--- config.mk ---
export PLATFORM = sky130hd
export DESIGN_NAME = spi_vec_sender
export DESIGN_NICKNAME = d
export VERILOG_FILES = /design/src/rtl/rbz_spi_defs_pkg.sv /design/src/rtl/spi_phase_timer.sv /design/src/rtl/spi_vec_sender.sv
export SDC_FILE = /design/constraint.sdc
export NUM_CORES = 1
export LEC_CHECK = 0
export ABC_AREA = 1
export BUFFER_PORTS_ARGS = -buffer_cell sky130_fd_sc_hd__buf_4
export CORE_UTILIZATION = 45
export CTS_CLUSTER_DIAMETER = 50
export CTS_CLUSTER_SIZE = 40
export DETAILED_ROUTE_END_ITERATION = 6
export GPL_ROUTABILITY_DRIVEN = 0
export GPL_TIMING_DRIVEN = 0
export MAX_ROUTING_LAYER = met4
export PLACE_DENSITY = 0.73
export SLEW_MARGIN = 40
export SYNTH_ARGS = -nofsm -noshare
export SYNTH_HDL_FRONTEND = slang
export SYNTH_SLANG_ARGS = --single-unit
--- constraint.sdc ---
create_clock -name i_clk -period 2.15 [get_ports i_clk]
set_clock_uncertainty 0.15 [all_clocks]
set_input_delay 0 -clock i_clk [delete_from_list [all_inputs] [get_ports i_clk]]
set_output_delay 0 -clock i_clk [all_outputs]
set_load 0.01 [all_outputs]
--- src/rtl/rbz_spi_defs_pkg.sv ---
// Definitions shared by the rbzero vector/register SPI path: FSM encoding,
// view-vector payload geometry and the SPI mode used on the link.
package rbz_spi_defs_pkg;

  localparam int RBZ_VEC_WORD_W    = 15;
  localparam int RBZ_VEC_WORDS     = 6;
  localparam int RBZ_VEC_PAYLOAD_W = RBZ_VEC_WORD_W * RBZ_VEC_WORDS;

  // Mode 0: sclk idles low, data launched on the falling edge, sampled on the rise.
  localparam logic SPI_CPOL = 1'b0;
  localparam logic SPI_CPHA = 1'b0;

  typedef enum logic [1:0] {
    ST_IDLE  = 2'd0,
    ST_SHIFT = 2'd1,
    ST_TRAIL = 2'd2,
    ST_GAP   = 2'd3
  } spi_state_e;

  function automatic int rbz_cnt_w(input int n);
    return (n > 1) ? $clog2(n) : 1;
  endfunction

endpackage

--- src/rtl/spi_phase_timer.sv ---
// Loadable down-counter: loading value V raises a one-cycle o_expire V+1
// cycles later, so the owner changes state exactly V+1 edges after the load.
module spi_phase_timer
  import rbz_spi_defs_pkg::*;
#(
  parameter int CNT_W = 2
) (
  input  logic             i_clk,
  input  logic             i_reset_n,
  input  logic             i_load,
  input  logic [CNT_W-1:0] i_load_val,
  output logic             o_expire
);

  logic [CNT_W-1:0] cnt_r;
  logic             run_r;
  logic             expire_r;

  // Count down from the loaded value; expire is registered one step ahead.
  always_ff @(posedge i_clk or negedge i_reset_n) begin
    if (!i_reset_n) begin
      cnt_r    <= CNT_W'(0);
      run_r    <= 1'b0;
      expire_r <= 1'b0;
    end else if (i_load) begin
      cnt_r    <= i_load_val;
      run_r    <= 1'b1;
      expire_r <= (i_load_val == CNT_W'(0));
    end else if (run_r && (cnt_r != CNT_W'(0))) begin
      cnt_r    <= cnt_r - CNT_W'(1);
      run_r    <= 1'b1;
      expire_r <= (cnt_r == CNT_W'(1));
    end else begin
      cnt_r    <= cnt_r;
      run_r    <= 1'b0;
      expire_r <= 1'b0;
    end
  end

  assign o_expire = expire_r;

endmodule

--- src/rtl/spi_vec_sender.sv ---
// SPI mode-0 writer that serialises one view-vector payload into the rbzero
// vector receiver. Define RBZ_VEC_SENDER_AUTO_EN to add i_frame_tick auto-resend.
module spi_vec_sender
  import rbz_spi_defs_pkg::*;
#(
  parameter int PAYLOAD_W = RBZ_VEC_PAYLOAD_W,
  parameter int CLK_DIV   = 2,
  parameter int GAP_CYC   = 4
) (
  input  logic                 i_clk,
  input  logic                 i_reset_n,
`ifdef RBZ_VEC_SENDER_AUTO_EN
  input  logic                 i_frame_tick,
`endif
  input  logic                 i_start,
  input  logic [PAYLOAD_W-1:0] i_data,
  output logic                 o_ready,
  output logic                 o_busy,
  output logic                 o_done,
  output logic                 o_csb,
  output logic                 o_sclk,
  output logic                 o_mosi
);

  localparam int BIT_W    = rbz_cnt_w(PAYLOAD_W);
  localparam int TMR_SPAN = (CLK_DIV > GAP_CYC + 1) ? CLK_DIV : GAP_CYC + 1;
  localparam int TMR_W    = rbz_cnt_w(TMR_SPAN);

  localparam logic [BIT_W-1:0] BIT_MAX   = BIT_W'(PAYLOAD_W - 1);
  localparam logic [TMR_W-1:0] HALF_LOAD = TMR_W'(CLK_DIV - 1);
  // The o_done cycle plus GAP_CYC idle cycles before o_ready returns.
  localparam logic [TMR_W-1:0] GAP_LOAD  = TMR_W'(GAP_CYC);

  spi_state_e           state_r, state_s;
  logic                 phase_high_r, phase_high_s;
  logic [BIT_W-1:0]     bitcnt_r, bitcnt_s;
  logic [PAYLOAD_W-1:0] shreg_r, shreg_s;
  logic                 csb_r, csb_s;
  logic                 sclk_r, sclk_s;
  logic                 mosi_r, mosi_s;
  logic                 ready_r, ready_s;
  logic                 busy_r, busy_s;
  logic                 done_r, done_s;

  logic                 tmr_load_s;
  logic [TMR_W-1:0]     tmr_val_s;
  logic                 tmr_expire_s;

  logic                 go_s;
  logic [PAYLOAD_W-1:0] go_data_s;

`ifdef RBZ_VEC_SENDER_AUTO_EN
  logic [PAYLOAD_W-1:0] last_r;
  logic                 have_last_r;

  assign go_s      = i_start || (i_frame_tick && have_last_r);
  assign go_data_s = i_start ? i_data : last_r;

  // Remember the last explicitly requested payload for tick-driven resends.
  always_ff @(posedge i_clk or negedge i_reset_n) begin
    if (!i_reset_n) begin
      last_r      <= {PAYLOAD_W{1'b0}};
      have_last_r <= 1'b0;
    end else if ((state_r == ST_IDLE) && i_start) begin
      last_r      <= i_data;
      have_last_r <= 1'b1;
    end else begin
      last_r      <= last_r;
      have_last_r <= have_last_r;
    end
  end
`else
  assign go_s      = i_start;
  assign go_data_s = i_data;
`endif

  spi_phase_timer #(
    .CNT_W (TMR_W)
  ) u_timer (
    .i_clk      (i_clk),
    .i_reset_n  (i_reset_n),
    .i_load     (tmr_load_s),
    .i_load_val (tmr_val_s),
    .o_expire   (tmr_expire_s)
  );

  // Next-state and next-output logic; every output is registered below.
  always_comb begin
    state_s      = state_r;
    phase_high_s = phase_high_r;
    bitcnt_s     = bitcnt_r;
    shreg_s      = shreg_r;
    csb_s        = csb_r;
    sclk_s       = sclk_r;
    mosi_s       = mosi_r;
    ready_s      = ready_r;
    busy_s       = busy_r;
    done_s       = 1'b0;
    tmr_load_s   = 1'b0;
    tmr_val_s    = HALF_LOAD;

    case (state_r)
      ST_IDLE: begin
        if (go_s) begin
          state_s      = ST_SHIFT;
          phase_high_s = 1'b0;
          bitcnt_s     = BIT_MAX;
          shreg_s      = go_data_s;
          csb_s        = 1'b0;
          sclk_s       = SPI_CPOL;
          mosi_s       = go_data_s[PAYLOAD_W-1];
          ready_s      = 1'b0;
          busy_s       = 1'b1;
          tmr_load_s   = 1'b1;
        end else begin
          state_s = ST_IDLE;
        end
      end

      ST_SHIFT: begin
        if (!tmr_expire_s) begin
          state_s = ST_SHIFT;
        end else if (!phase_high_r) begin
          tmr_load_s   = 1'b1;
          phase_high_s = 1'b1;
          sclk_s       = 1'b1;
        end else if (bitcnt_r != BIT_W'(0)) begin
          tmr_load_s   = 1'b1;
          phase_high_s = 1'b0;
          sclk_s       = 1'b0;
          shreg_s      = {shreg_r[PAYLOAD_W-2:0], 1'b0};
          mosi_s       = shreg_r[PAYLOAD_W-2];
          bitcnt_s     = bitcnt_r - BIT_W'(1);
        end else begin
          tmr_load_s   = 1'b1;
          phase_high_s = 1'b0;
          sclk_s       = 1'b0;
          state_s      = ST_TRAIL;
        end
      end

      ST_TRAIL: begin
        if (tmr_expire_s) begin
          tmr_load_s = 1'b1;
          tmr_val_s  = GAP_LOAD;
          csb_s      = 1'b1;
          done_s     = 1'b1;
          state_s    = ST_GAP;
        end else begin
          state_s = ST_TRAIL;
        end
      end

      ST_GAP: begin
        if (tmr_expire_s) begin
          ready_s = 1'b1;
          busy_s  = 1'b0;
          mosi_s  = 1'b0;
          state_s = ST_IDLE;
        end else begin
          state_s = ST_GAP;
        end
      end

      default: begin
        state_s      = ST_IDLE;
        phase_high_s = 1'b0;
        csb_s        = 1'b1;
        sclk_s       = SPI_CPOL;
        mosi_s       = 1'b0;
        ready_s      = 1'b1;
        busy_s       = 1'b0;
      end
    endcase
  end

  // State and output registers; reset forces csb high and sclk idle at once.
  always_ff @(posedge i_clk or negedge i_reset_n) begin
    if (!i_reset_n) begin
      state_r      <= ST_IDLE;
      phase_high_r <= 1'b0;
      bitcnt_r     <= BIT_W'(0);
      shreg_r      <= {PAYLOAD_W{1'b0}};
      csb_r        <= 1'b1;
      sclk_r       <= SPI_CPOL;
      mosi_r       <= 1'b0;
      ready_r      <= 1'b1;
      busy_r       <= 1'b0;
      done_r       <= 1'b0;
    end else begin
      state_r      <= state_s;
      phase_high_r <= phase_high_s;
      bitcnt_r     <= bitcnt_s;
      shreg_r      <= shreg_s;
      csb_r        <= csb_s;
      sclk_r       <= sclk_s;
      mosi_r       <= mosi_s;
      ready_r      <= ready_s;
      busy_r       <= busy_s;
      done_r       <= done_s;
    end
  end

  assign o_ready = ready_r;
  assign o_busy  = busy_r;
  assign o_done  = done_r;
  assign o_csb   = csb_r;
  assign o_sclk  = sclk_r;
  assign o_mosi  = mosi_r;

endmodule

# Word-level counts from Yosys, hierarchy flattened
# Cells that the tools add are included.
# Widths: inputs -> output; s select.
[word_totals]
rom_bits = 0
output_inout_bits = 6
wordCells = 87
mem_count = 0
input_bits = 93
mem_bits_rw = 0
reg_bits = 109
latchBits = 0
[classes]
bitwise = 0
n_shift = 0
n_eq_ne = 12
reduce_logical = 17
n_mux = 44
add_sub_neg = 2
order_cmp = 0
multipliers = 0
div_mod_pow = 0
[ops]
columns = ["op", "count"]
rows = [
  ["$mux 89", 4],
  ["$pmux 89 s2", 1],
  ["$mux 7", 4],
  ["$mux 1", 19],
  ["$pmux 7 s2", 1],
  ["$mux 3", 4],
  ["$pmux 1 s2", 5],
  ["$reduce_and 3->1", 3],
  ["$mux 2", 4],
  ["$pmux 2 s4", 1],
  ["$reduce_bool 2->1", 4],
  ["$reduce_bool 7->1", 1],
  ["$sub 7x1->7 const B", 1],
  ["$ne 2x1->1 const B", 3],
  ["$ne 2x2->1 const B", 3],
  ["$ne 3x3->1 const B", 2],
  ["$reduce_and 6->1", 1],
  ["$reduce_bool 3->1", 2],
  ["$reduce_and 5->1", 1],
  ["$eq 2x2->1 const B", 2],
  ["$eq 3x1->1 const B", 1],
  ["$logic_not 3->1", 1],
  ["$pmux 1 s3", 1],
  ["$sub 3x1->3 const B", 1],
  ["other kinds (5)", 5],
]

# Longest topological paths before layout
# Gate-level depths: netlist of run 1.
[depth]
depth_word = 5
mapped_depth = 11
depth_no_buf = 9

# Modules after synthesis
# A second synthesis of run 1 with hierarchy kept.
[hier_totals]
cells_unflattened = 551
hier_area_um2 = 5447.7
[modules_own_cells]
columns = ["mod", "seq_area_each_um2", "area_per_inst_um2", "cells_per_inst", "instances"]
rows = [
  ["spi_vec_sender", 2605.0, 5152.4, 512, 1],
  ["spi_phase_timer", 125.1, 295.3, 39, 1],
]

# Worst setup path after synthesis of run 1
# Ideal clock, no wire load.
[synth_timing]
path_type = "flip-flop to flip-flop"
from = "register state_r[0]"
to = "register shreg_r[20]"
synth_period_minus_slack_ns = 1.816
stages_incl_launch_ff = 11
required_ns = 1.868
t_arrival_ns = 1.535
path_buffers = 2
setup_ns = 0.132
path_slack_ns = 0.334
cell_sequence = "dfrtp_1 inv_1 ha_1 nand2_1 nand2_2 nor2_4 nand3_4 buf_6 buf_6 nand2_1 o21ai_0"
[synth_between]
elab_chain_cells = 3
word_cells_on_any_way = 9
classes_between = "eq/ne: 5; mux: 1; reduce/logical: 3"
[synth_rtl]
columns = ["element", "line_no", "source"]
rows = [
  ["start, declared", "spi_vec_sender.sv:34", "spi_state_e state_r, state_s;"],
  ["start signal, assigned", "spi_vec_sender.sv:191", "state_r <= state_s;"],
  ["$eq 2x1->1 or $logic_not 2->1 (tied branches)", "spi_vec_sender.sv:102", "case (state_r)"],
  ["$ne 2x2->1 (no source line), or another cell as far along", "--", ""],
  ["$reduce_and 5->1 (no source line)", "--", ""],
  ["end signal, assigned", "spi_vec_sender.sv:183", "shreg_r <= {PAYLOAD_W{1'b0}};"],
  ["end signal, assigned", "spi_vec_sender.sv:194", "shreg_r <= shreg_s;"],
  ["end, declared", "spi_vec_sender.sv:37", "logic [PAYLOAD_W-1:0] shreg_r, shreg_s;"],
]
# Several ways; a longest one is shown, not always the timed one.
# A chain may end at the register's enable or synchronous reset.

# Final worst setup path of run 1
[layout_timing]
from = "register state_r[0]"
to = "register shreg_r[24]"
# Same word-level chain as after synthesis.

==> impl_metrics.csv, run 1 <==
group,metric,value,unit
run_status,status,"finished, final reports clean",
timing,period_minus_slack,2.12,ns
route,vias_per_cell,5.04,
synth,yosys.area.top_type,"dfrtp_1",
clock_network,tritoncts,"done",
synth,netlist_instances,539,
power_and_ir_drop,ir_drop,689,uV
route,drc,0,
synth,ys_top_cells_by_area,"dfrtp_1, mux2i_1, nand2_1",
clock_network,insertion_delay,0.35,ns
final_layout,drive_gt1_share,27.5,%
run,max_cap_violations,0,
route,vias,4514,
placed_design,io_buffer_count,98,
floorplan,boundaryPins,99,
timing,finalCritPeriodShare,98.5,%
power_and_ir_drop,power.density,1540,nW/um^2
grt,antenna_found_initial,0,
route,ant_nets,0,
worst_setup_path,cp-end-kind,"register",
placed_design,dpl.hpwl,8170,um
worst_setup_path,crit_chain,"inv_1 > ha_1 > nand2_2 > nand2_2 > nor2_4 > nand3_4 > buf_6 > buf_6 > nand2_1 > o21ai_1",
timing,rsz0062_at_grt,"true",
timing,fmax,0.472,GHz
grt,grt_max_degree,110,
clock_network,clkTransAtPathRegs,0.07,ns
timing,worst_pin_slew,0.456,ns
worst_setup_path,path_max_fanout,10,
worst_hold_path,hold_path.class,"in2reg",
synth,yosysTopAreaCellShare,48.4,%
synth,synth_area,5530,um^2
clock_network,htreeDepth,3,
timing,slew_violations,0,
worst_hold_path,worstHoldStart,"i_data[0]",
synth,synth_edf_count,0,
floorplan,die_h,113,um
route,drt_first_iter_violations,272,
floorplan,design.core.area,12000,um^2
timing,tns,0,ns
synth,synth.net_count,642,
worst_setup_path,startpoint_type,"register",
synth,synthArstFlopShare,100,%
final_layout,syn_to_final_growth,41.4,%
floorplan,start_util,46.1,%
worst_setup_path,path_class,"reg2reg",
clock_network,cts_buffers,9,
timing,maxSlewHeadroom,69.6,%
floorplan,die_x,113,um
placed_design,place_inst,784,
synth,ys_seq_elements,109,
clock_network,clockRootBuffer,"clkbuf_16",
grt,grt_pass1_vias,4690,
final_layout,diodes,0,
worst_setup_path,crit_start,"state_r[0]$_DFFE_PN0P_",
route,routedWlPerCell,14.7,um
synth,ys.flop_type,"dfrtp_1",
worst_setup_path,crit_required,2.20,ns
route,dr.pass1.iters,5,
worst_setup_path,r2r-start,"state_r[0]$_DFFE_PN0P_",
timing,setup_viol,0,
final_layout,final_cells,896,
clock_network,cts_sinks,109,
clock_network,clockBufferDepth,2,
worst_setup_path,path_buf_inv,3,
synth,synth-seq-area-share,49.3,%
power_and_ir_drop,leakagePower,0.00387,uW
grt,grt_first_pass_wirelength,22200,um
final_layout,utilization,65.1,%
power_and_ir_drop,p_total,12100,uW
timing,final_hold_viol_count,0,
synth,synth.most_common_cell,"nand2_1",
grt,grt_util_all_layers,22.7,%
synth,synth_warnings,0,
floorplan,rows,40,
synth,yosys-top-cells-count,"nand2_1, dfrtp_1, mux2i_1, o21ai_2, o21ai_1",
synth,avgSynthCellArea,10.3,um^2
worst_setup_path,arrival,2.17,ns
worst_setup_path,crit_path_top_delay_cell,"dfrtp_1",
synth,synth_cell_types,29,
grt,grt_overflow,0,
floorplan,die-area,12700,um^2
worst_setup_path,cp_top_family,"simple AND/OR/NAND/NOR gates",
route,wirelength,13100,um
final_layout,nNetsFinal,847,
worst_setup_path,cpPeakStageDelay,0.41,ns
==> registers in the layout (all words and copies together), names as in the netlist <==
signal,flops
u_timer.run_r,1
state_r,2
o_ready,1
bitcnt_r,7
o_sclk,1
shreg_r,89
o_done,1
o_csb,1
u_timer.o_expire,1
o_busy,1
u_timer.cnt_r,3
o_mosi,1
==> metrics by stage <==
step                      setup WS (ns)  hold slack (ns)  instance area, um^2
after floorplan                   0.334           -0.446                 5530
after global placement            0.102           0.0977                 6450
after detailed placement         0.0448          -0.0196                 6460
after CTS                        0.0277            0.195                 7760
after global routing            -0.0747            0.328                 7820
final                            0.0322            0.289                 7820
==> placed cells by master, fill, tap and decap left out, drive strengths merged, types with 2 or more instances in the layout <==
cell | synthesis | layout
dfrtp | 107 | 107
nand3 | 11 | 11
buf | 28 | 128
ha | 10 | 10
inv | 25 | 26
clkbuf | 3 | 15
a21oi | 3 | 3
nand2 | 133 | 133
o21ai | 100 | 100
nor2 | 17 | 17
bufinv | 0 | 4
dlygate4sd3 | 0 | 93
mux2i | 88 | 88
nand4 | 5 | 5
dfstp | 2 | 2
==> routing by layer <==
layer  global-route usage (%)  up-vias  wire [um]
met5                        -        -          0
met4                     8.42        0        246
met3                     3.48       21        389
met2                     37.4       95       6590
met1                     28.5     2170       5910
li1                         -     2228          -
==> final timing paths <==
check	to	slack, ns	cells past startpoint
hold reg to reg	shreg_r[75]$_DFFE_PN0P_	0.33	2
max in group asynchronous	o_csb$_DFFE_PN1P_	0.67	4
hold / removal	shreg_r[0]$_DFFE_PN0P_	0.29	4
setup / recovery	shreg_r[24]$_DFFE_PN0P_	0.03	10
setup reg to reg	shreg_r[24]$_DFFE_PN0P_	0.03	10
min in group asynchronous	shreg_r[60]$_DFFE_PN0P_	0.49	3
==> timing repair <==
action,4_1_cts,5_1_grt
endpoints found under the setup margin,0,94
endpoints found under the hold margin,203,7
setup buffers,0,2
hold buffers,92,1
gates resized for setup,0,3
==> cell type report <==
| cell class | count | area, um^2 |
|---|---|---|
| buffer | 31 | 256 |
| clock buffer | 11 | 253 |
| clock inverter | 5 | 129 |
| fill | 947 | 4190 |
| inverter | 25 | 93.8 |
| multi-input combinational | 374 | 2460 |
| sequential | 109 | 2730 |
| tap | 147 | 184 |
| timing repair buffer | 194 | 1720 |
==> kinds of logic after synthesis <==
| family | Yosys count | share of synthesized area [%] |
|---|---|---|
| simple gates | 167 | 12.6 |
| compound gates | 107 | 13.3 |
| flops | 109 | 49.3 |
| xor+xnor | 2 | 0.317 |
| mux | 88 | 15.9 |
| fa+ha+maj | 10 | 2.26 |
| buf+inv | 56 | 6.29 |
==> tightest hold or removal path: cells and delay by family <==
kind                   cells  cell delay, ns
buffers and inverters      2            0.62
and+or+nand+nor            2            0.13
==> power by group <==
group / leakage [uW] / total (uW) / switching (uW) / internal [uW]
sequential: 0.00138 / 3560 / 547 / 3020
clock: 0.000186 / 2080 / 755 / 1320
combinational: 0.00231 / 6420 / 3610 / 2800
total: 0.00387 / 12100 / 4910 / 7150
Power figures use the tool's default switching activity.
==> inputs of run 2 (changes only) <==
Settings changed: CORE_UTILIZATION 45 to 44, PLACE_DENSITY 0.73 to 0.71, TNS_END_PERCENT set to 1.
==> run 2 against run 1 <==
Effect of this change: total power shrank 1.8%; sequential power about the same; critical endpoint is now shreg_r[55]$_DFFE_PN0P_; largest cell class unchanged; clock power down 13%; cell count is 2.5% higher.
==> impl_metrics.csv, run 2 (synthesis results as in run 1) <==
group,metric,value,unit
worst_setup_path,arrival,2.14,ns
grt,grt_overflow,0,
clock_network,clockRootBuffer,"clkbuf_16",
run,max_cap_violations,0,
floorplan,design.core.area,12100,um^2
clock_network,insertion_delay,0.34,ns
clock_network,tritoncts,"done",
route,ant_nets,0,
floorplan,start_util,45.7,%
grt,grt_max_degree,110,
power_and_ir_drop,p_seq_share,30.0,%
worst_setup_path,cp-end-kind,"register",
floorplan,die_h,114,um
power_and_ir_drop,ir_drop,580,uV
power_and_ir_drop,p_total,11800,uW
placed_design,dpl.hpwl,8040,um
run_status,status,"finished, final reports clean",
worst_setup_path,path_buf_inv,3,
final_layout,stdcell_area,7820,um^2
placed_design,pre_cts_ws,0.0223,ns
timing,layout_setup_ws,0.0845,ns
timing,period_minus_slack,2.07,ns
final_layout,n_fill_cell,956,
floorplan,die_x,114,um
floorplan,rows,40,
power_and_ir_drop,cell_internal_pwr,6980,uW
placed_design,placedInstanceArea,6490,um^2
clock_network,htreeDepth,3,
grt,grt_util_all_layers,21.2,%
worst_setup_path,crit_chain,"ha_1 > clkbuf_4 > nand2_2 > nand2_2 > nor2_4 > nand3_4 > buf_6 > buf_6 > nand2_1 > o21ai_2",
final_layout,reg_top3,"shreg_r x89, bitcnt_r x7, u_timer.cnt_r x3",
final_layout,top_register,"shreg_r",
grt,antenna_found_initial,0,
floorplan,boundaryPins,99,
grt,grt_first_pass_wirelength,21200,um
worst_setup_path,cpPeakStageDelay,0.42,ns
final_layout,syn_to_final_growth,41.3,%
timing,finalCritPeriodShare,96.1,%
timing,worst_pin_slew,0.411,ns
route,wirelength,12800,um
power_and_ir_drop,leakagePower,0.00386,uW
floorplan,die-area,13000,um^2
clock_network,cts_sinks,109,
worst_setup_path,cp_top_family,"simple AND/OR/NAND/NOR gates",
worst_setup_path,startpoint_type,"register",
final_layout,mostFrequentLayoutCells,"nand2_1, dfrtp_1, buf_4, dlygate4sd3_1, mux2i_1",
route,dr.pass1.iters,4,
route,vias,4460,
timing,final_hold_viol_count,0,
route,routedWlPerCell,14.0,um
power_and_ir_drop,p_sw,4860,uW
power_and_ir_drop,p_comb_share,54.7,%
final_layout,diodes,0,
worst_setup_path,path_max_fanout,10,
timing,fmax,0.484,GHz
worst_hold_path,hold_path.class,"in2async",
route,vias_per_cell,4.86,
clock_network,clkTransAtPathRegs,0.07,ns
final_layout,final_common_cell,"nand2_1",
route,drc,0,
final_layout,largest_reg_flops,89,
worst_setup_path,path_class,"reg2reg",
timing,setup_viol,0,
power_and_ir_drop,p_clk_share,15.3,%
final_layout,nNetsFinal,848,
placed_design,io_buffer_count,98,
power_and_ir_drop,switching_share,41.1,%
clock_network,clockBufferDepth,2,
timing,maxSlewHeadroom,72.6,%
power_and_ir_drop,power.density,1510,nW/um^2
clock_network,cts_buffers,9,
timing,slew_violations,0,
route,drt_first_iter_violations,188,
worst_setup_path,crit_path_top_delay_cell,"dfrtp_1",
grt,grt_pass1_vias,4554,
final_layout,drive_gt1_share,27.7,%
worst_setup_path,crit_required,2.23,ns
run 2: changes by cell type in the layout (fill, tap and decap cells not counted), sizes merged:
cell / before / now
clkbuf: 15 / 22
buf: 128 / 124
bufinv: 4 / 2
clkinv: 0 / 2
dlygate4sd3: 93 / 92
inv: 26 / 25
run 2: per-stage QoR:
stage	setup TNS (ns)	utilization [%]	instances	hold WS [ns]
after global placement	0	53.5	805	0.0941
after detailed placement	0	53.6	805	-0.0197
after global routing	-0.00712	64.6	918	0.0235
after CTS	0	63.9	913	0.196
final	0	64.6	918	0.000527
after floorplan	0	-	539	-0.446
run 2: worst paths after layout:
check | startpoint | end | slack, ns | cells past startpoint
max in group asynchronous | i_reset_n | o_csb$_DFFE_PN1P_ | 1.17 | 3
setup / recovery | state_r[0]$_DFFE_PN0P_ | shreg_r[55]$_DFFE_PN0P_ | 0.08 | 10
min in group i_clk | i_data[0] | shreg_r[0]$_DFFE_PN0P_ | 0.29 | 4
setup reg to reg | state_r[0]$_DFFE_PN0P_ | shreg_r[55]$_DFFE_PN0P_ | 0.08 | 10
hold / removal | i_reset_n | shreg_r[56]$_DFFE_PN0P_ | 0.0005 | 2
hold reg to reg | shreg_r[0]$_DFFE_PN0P_ | shreg_r[0]$_DFFE_PN0P_ | 0.33 | 2
run 2: final cells by class:
class	instances	area [um^2]	share of cell area [%]
Tap cell	168	210	2.69
Buffer	31	277	3.54
Sequential cell	109	2730	34.9
Multi-Input combinational cell	374	2460	31.5
Inverter	25	93.8	1.20
Clock buffer	12	256	3.28
Clock inverter	4	70.1	0.896
Timing Repair Buffer	195	1720	22.0
run 2: what timing repair did:
item / in CTS / in global routing
buffers inserted: 0 / 4
resized for setup: 0 / 12
hold buffers: 92 / 0
endpoints found under the hold margin: 203 / 0
setup endpoints to repair: 0 / 94
run 2: power by group through the flow:
stage	sequential, uW	clock, uW	combinational, uW
global route	3650	1940	7170
detailed placement	3570	0	6170
global placement	3520	0	5970
finish	3550	1810	6480
floorplan	3440	0	4970
CTS	3540	1850	6330
run 2: metal layers:
layer,global-route usage (%),part of all wire (%),up-vias
met4,8.14,2.0,0
met1,26.6,45,2138
met5,-,0,-
li1,-,-,2226
met2,35.0,51,73
met3,2.81,2.2,23
run 2: worst reg2reg max path: cells and delay by family, from the launching register on:
kind,cells,cell delay [ns]
fa+ha+maj,1,0.21
compound gates,1,0.07
simple gates,5,0.58
buf+inv,3,0.53
flops,1,0.42
